`src/rtl/othello_pkg.sv`:
```
// Shared widths and the solved-result record that flows from the solver
// pipeline into the result collector.
package othello_pkg;

   localparam int BOARD_W = 64;
   localparam int SCORE_W = 8;
   localparam int SLOT_W  = 5;

   typedef struct packed {
      logic [BOARD_W-1:0]        player;
      logic [BOARD_W-1:0]        opponent;
      logic signed [SCORE_W-1:0] res;
      logic [SLOT_W-1:0]         slot;
   } result_t;

endpackage

```
`src/rtl/result_fifo.sv`:
```
// Show-ahead FIFO: the head entry is visible combinationally from storage.
// DEPTH must be a power of two (>= 2) so the pointers wrap by overflow.
module result_fifo
   import othello_pkg::*;
#(
   parameter int  DEPTH = 16,
   parameter type T     = result_t
) (
   input  logic                     iCLOCK,
   input  logic                     inRESET,
   input  logic                     push,
   input  T                         din,
   input  logic                     pop,
   output T                         dout,
   output logic                     valid,
   output logic [$clog2(DEPTH):0]   count
);

   localparam int PTR_W = $clog2(DEPTH);
   localparam int OCC_W = PTR_W + 1;

   T                  mem [DEPTH];
   logic [PTR_W-1:0]  wr_ptr;
   logic [PTR_W-1:0]  rd_ptr;

   // The caller gates push/pop; this block never checks full or empty.
   always_ff @(posedge iCLOCK or negedge inRESET) begin
      if (!inRESET) begin
         wr_ptr <= '0;
         rd_ptr <= '0;
         count  <= '0;
      end else begin
         if (push) wr_ptr <= wr_ptr + PTR_W'(1);
         if (pop)  rd_ptr <= rd_ptr + PTR_W'(1);
         case ({push, pop})
            2'b10:   count <= count + OCC_W'(1);
            2'b01:   count <= count - OCC_W'(1);
            default: count <= count;
         endcase
      end
   end

   always_ff @(posedge iCLOCK) begin
      if (push) mem[wr_ptr] <= din;
   end

   assign valid = (count != '0);

   // Empty reads are forced to zero so unwritten storage never leaks out.
   always_comb begin
      dout = '0;
      if (valid) dout = mem[rd_ptr];
   end

endmodule

```
`src/rtl/result_collector.sv`:
```
// Collects solver results into a FIFO, counting solved and dropped events.
// oValid/iReady: an entry transfers on every edge with both high; while oValid=1 and iReady=0 the head holds.
module result_collector
   import othello_pkg::*;
#(
   parameter int DEPTH  = 16,
   parameter int CNT_W  = 32,
   parameter int DROP_W = 16
) (
   input  logic                      iCLOCK,
   input  logic                      inRESET,
   input  logic                      iSolved,
   input  logic [BOARD_W-1:0]        iPlayer,
   input  logic [BOARD_W-1:0]        iOpponent,
   input  logic signed [SCORE_W-1:0] iRes,
   input  logic [SLOT_W-1:0]         iSlot,
   output logic                      oValid,
   input  logic                      iReady,
   output logic [BOARD_W-1:0]        oPlayer,
   output logic [BOARD_W-1:0]        oOpponent,
   output logic signed [SCORE_W-1:0] oRes,
   output logic [SLOT_W-1:0]         oSlot,
   output logic [$clog2(DEPTH):0]    oCount,
   output logic                      oOverflow,
   input  logic                      iClearOverflow,
   output logic [CNT_W-1:0]          oSolvedTotal,
   output logic [DROP_W-1:0]         oDropTotal
);

   localparam int OCC_W = $clog2(DEPTH) + 1;

   result_t din;
   result_t head;
   logic    full;
   logic    pop;
   logic    push;
   logic    drop;

   assign din  = '{player: iPlayer, opponent: iOpponent, res: iRes, slot: iSlot};
   assign full = (oCount == OCC_W'(DEPTH));
   assign pop  = oValid & iReady;
   // A pop on the same edge frees the slot a full FIFO needs for the push.
   assign push = iSolved & (~full | pop);
   assign drop = iSolved & full & ~pop;

   result_fifo #(
      .DEPTH (DEPTH),
      .T     (result_t)
   ) u_fifo (
      .iCLOCK  (iCLOCK),
      .inRESET (inRESET),
      .push    (push),
      .din     (din),
      .pop     (pop),
      .dout    (head),
      .valid   (oValid),
      .count   (oCount)
   );

   assign oPlayer   = head.player;
   assign oOpponent = head.opponent;
   assign oRes      = head.res;
   assign oSlot     = head.slot;

   always_ff @(posedge iCLOCK or negedge inRESET) begin
      if (!inRESET) begin
         oSolvedTotal <= '0;
         oDropTotal   <= '0;
         oOverflow    <= 1'b0;
      end else begin
         if (iSolved && (oSolvedTotal != '1)) oSolvedTotal <= oSolvedTotal + CNT_W'(1);
         if (drop && (oDropTotal != '1))      oDropTotal   <= oDropTotal + DROP_W'(1);
         // A drop on the clearing edge wins so no overflow goes unreported.
         if (drop)                oOverflow <= 1'b1;
         else if (iClearOverflow) oOverflow <= 1'b0;
      end
   end

endmodule
```
`config.mk`:
```
export PLATFORM = sky130hd
export DESIGN_NAME = result_collector
export DESIGN_NICKNAME = d
export VERILOG_FILES = /design/src/rtl/othello_pkg.sv /design/src/rtl/result_fifo.sv /design/src/rtl/result_collector.sv
export SDC_FILE = /design/constraint.sdc
export NUM_CORES = 2
export LEC_CHECK = 0
export ABC_AREA = 0
export ABC_CLOCK_PERIOD_IN_PS = 7520
export CAP_MARGIN = 20
export CORE_MARGIN = 2
export CORE_UTILIZATION = 35
export DETAILED_ROUTE_END_ITERATION = 10
export GPL_TIMING_DRIVEN = 0
export SYNTH_ARGS = -nofsm -noshare
export SYNTH_HDL_FRONTEND = slang
export SYNTH_HIERARCHICAL = 1
export SYNTH_SLANG_ARGS = --single-unit
```
`constraint.sdc`:
```
create_clock -name iCLOCK -period 7.52 [get_ports iCLOCK]
set_input_delay 1.504 -clock iCLOCK [delete_from_list [all_inputs] [get_ports iCLOCK]]
set_output_delay 1.504 -clock iCLOCK [all_outputs]
set_load 0.01 [all_outputs]
```
==> results.sh <==
export IMPL_cts_resized=0
export IMPL_hold_start="oSolvedTotal[21]"
export IMPL_dpl_hpwl_mm=138
export IMPL_min_path_type="flop to flop"
export IMPL_finalSetupViolCount=0
export IMPL_num_vias=42200
export IMPL_dieArea_um2=258000
export IMPL_synth_cell_types=57
export IMPL_postCtsSetupBuffers=0
export IMPL_rsz0062_at_grt="false"
export IMPL_dieHeight_um=508
export IMPL_overflow=0
export IMPL_layout_min_cycle_time_ps=7170
export IMPL_htree_levels=4
export IMPL_maxCapViolCount=0
export IMPL_synth_edf_count=2256
export IMPL_antenna_found_initial=61
export IMPL_finalMaxSlewViolations=0
export IMPL_die_w_um=508
export IMPL_tightest_slew_ps=1220
export IMPL_worstSetupStartpointType="flop"
export IMPL_clockRootBuffer="clkbuf_16"
export IMPL_clkLatencyLatePin_ps=900
export IMPL_crit_arrival_ps=5660
export IMPL_r2r_cells=10
export IMPL_grt_pass1_wl_mm=325
export IMPL_avgSynthCellArea_um2=23.6
export IMPL_hold_violations=0
export IMPL_powerDensity_nw_per_um2=387
export IMPL_netlist_instances=3762
export IMPL_grt_max_degree=63
export IMPL_min_to="oSolvedTotal[21]"
export IMPL_crit_start="u_fifo/count[1]"
export IMPL_fin_cells=7953
export IMPL_synth_nets=3919
export IMPL_async_reset_ff_share_pct=2.67
export IMPL_cts_hold_buffers=0
export IMPL_yosysSeqAreaShare_pct=77.9
export IMPL_fmax_mhz=140
export IMPL_place_gp_congestion=0.759
export IMPL_post_route_period_util_pct=95.3
export IMPL_drtPass1Iterations=7
export IMPL_row_count=185
export IMPL_r2r_start="u_fifo/count[2]"
export IMPL_placed_cells=7530
export IMPL_hold_depth=1
export IMPL_routed_via_density=5.30
export IMPL_ys_seq_elements=2318
export IMPL_status="finished, final reports clean"
export IMPL_leakage_nw=33.7
export IMPL_synth_warnings=6
export IMPL_synth_ff_type="edfxtp_1"
export IMPL_mostFrequentLayoutCell="edfxtp_1"
export IMPL_drt_total_wl_mm=233
export IMPL_core_um2=253000
export IMPL_post_place_ws_ps=1190
export IMPL_ff2ff_setup_slack_ps=2490
export IMPL_cp_cell_sequence="buf_2 > nor2_1 > nand2_1 > nand2_1 > buf_2 > clkbuf_1 > o22ai_1 > clkdlybuf4s50_1"
export IMPL_clk_pin_slew_ps=60
export IMPL_cpPeakStageDelay_ps=960
export IMPL_mostFrequentLayoutCells="edfxtp_1, mux4_2, clkdlybuf4s50_1"
export IMPL_crit_path_max_fanout=10
export IMPL_fin_ws_ps=353
export IMPL_cp_end_kind="primary output"
export IMPL_cts_tree="yes"
export IMPL_nNetsFinal=4547
export IMPL_port_buffers=340
export IMPL_setup_worst_path_class="flop to primary output"
export IMPL_drive_gt1_share_pct=24.8
export IMPL_fin_util_pct=41.6
export IMPL_cts_buffer_depth=3
export IMPL_finClkSkew_ps=70.5
export IMPL_drtIter0Drc=3999
export IMPL_grt_usage_pct=17.8
export IMPL_first_global_vias=42900
export IMPL_tns_ps=0
export IMPL_ant_nets=0
export IMPL_wl_per_cell_um=29.2
export IMPL_drc=0
export IMPL_worst_ep_required_time_ps=6020
export IMPL_slew_limit_headroom_pct=18.4
export IMPL_slowest_stage="clkbuf_1"
export IMPL_hold_ws_ps=491
export IMPL_syn2layout_area_growth_pct=18.5
export IMPL_ir_worst_vdd_mv=0.247
export IMPL_worstReg2RegEnd="u_fifo/mem[10][25]"
export IMPL_cts_inserted_buffers=224
export IMPL_clkSinkCount=2318
export IMPL_syn_area_um2=88900
export IMPL_io_pins=342
export IMPL_start_util_pct=35.1
synth_stat cells (3+ instances only):
master | n | share of area (%)
edfxtp_1 | 2256 | 76
mux4_2 | 564 | 14
mux2i_1 | 280 | 3.2
o22ai_1 | 140 | 0.99
buf_2 | 86 | 0.48
dfrtp_1 | 62 | 1.7
buf_6 | 53 | 0.67
clkbuf_1 | 43 | 0.18
xnor2_1 | 33 | 0.33
nand2_1 | 25 | 0.11
nand4_1 | 22 | 0.15
and2_1 | 21 | 0.15
xor2_1 | 21 | 0.21
nand3_1 | 19 | 0.11
nor2_1 | 14 | 0.059
buf_8 | 12 | 0.20
ha_1 | 11 | 0.15
nor3_1 | 11 | 0.062
and3_1 | 10 | 0.070
inv_1 | 10 | 0.042
nor4_1 | 5 | 0.035
o21ai_0 | 5 | 0.028
a21oi_1 | 4 | 0.023
nand2b_1 | 4 | 0.028
nor3b_1 | 4 | 0.034
a31oi_1 | 3 | 0.021
buf_4 | 3 | 0.025
nor4_2 | 3 | 0.042
final cells by class:
class	instances	area (um2)
Clock buffer	270	5780
Fill cell	21800	148000
Tap cell	3366	4210
Buffer	197	1400
Inverter	11	41.3
Clock inverter	142	1450
Antenna cell	11	27.5
Sequential cell	2318	69300
Timing Repair Buffer	402	4970
Multi-Input combinational cell	1236	18200
through the flow:
| step | power, W | cell area, um2 |
|---|---|---|
| final | 0.0408 | 105000 |
| after global routing | 0.0423 | 105000 |
| after CTS | 0.0414 | 105000 |
| after detailed placement | 0.0303 | 98100 |
| after global placement | 0.0303 | 96500 |
| after floorplan | 0.0240 | 88900 |
routing by layer:
metal | vias up | share of wire (%) | global-route usage, %
met1 | 23000 | 42 | 24.2
li1 | 17400 | - | -
met5 | - | 0.15 | 0
met2 | 1407 | 48 | 28.9
met4 | 56 | 2.5 | 5.00
met3 | 348 | 6.7 | 3.89
registers in the layout (all words and copies together) (netlist names):
register / count
oDropTotal: 16
oOverflow: 1
oSolvedTotal: 32
u_fifo/count: 5
u_fifo/mem: 2256
u_fifo/rd_ptr: 4
u_fifo/wr_ptr: 4
power by group:
group	internal, W	switching [W]	leakage [nW]
clock network	0.00618	0.00486	3.49
registers	0.0155	0.000279	21.2
logic	0.00616	0.00783	9.01
total	0.0278	0.0130	33.7
cell families (layout without fill, tap and decap cells):
logic type      Yosys count  after routing  synth area share (%)
flops                  2318           2318                  77.9
mux                     847            847                  17.5
buf+inv                 208           1022                  1.61
simple gates            162            162                  1.13
compound gates          161            161                  1.14
xor+xnor                 55             55                 0.550
fa+ha+maj                11             11                 0.155
other cells               0             11                     0
worst max-delay path: cells and delay by family, from the launching register on:
kind	cells	cell delay [ps]
buf+inv	4	2370
simple gates	3	1410
compound gates	1	520
flops	1	410
how the worst max path moves through the flow:
stage | endpoint | depth (start not counted)
2_1_floorplan | u_fifo/mem[10][0] | 7
3_3_place_gp | u_fifo/mem[3][12] | 7
3_5_place_dp | oPlayer[1] | 8
4_1_cts | oPlayer[1] | 8
5_1_grt | oPlayer[18] | 8
6_report | oPlayer[18] | 8
(Power assumes the default switching activity.)
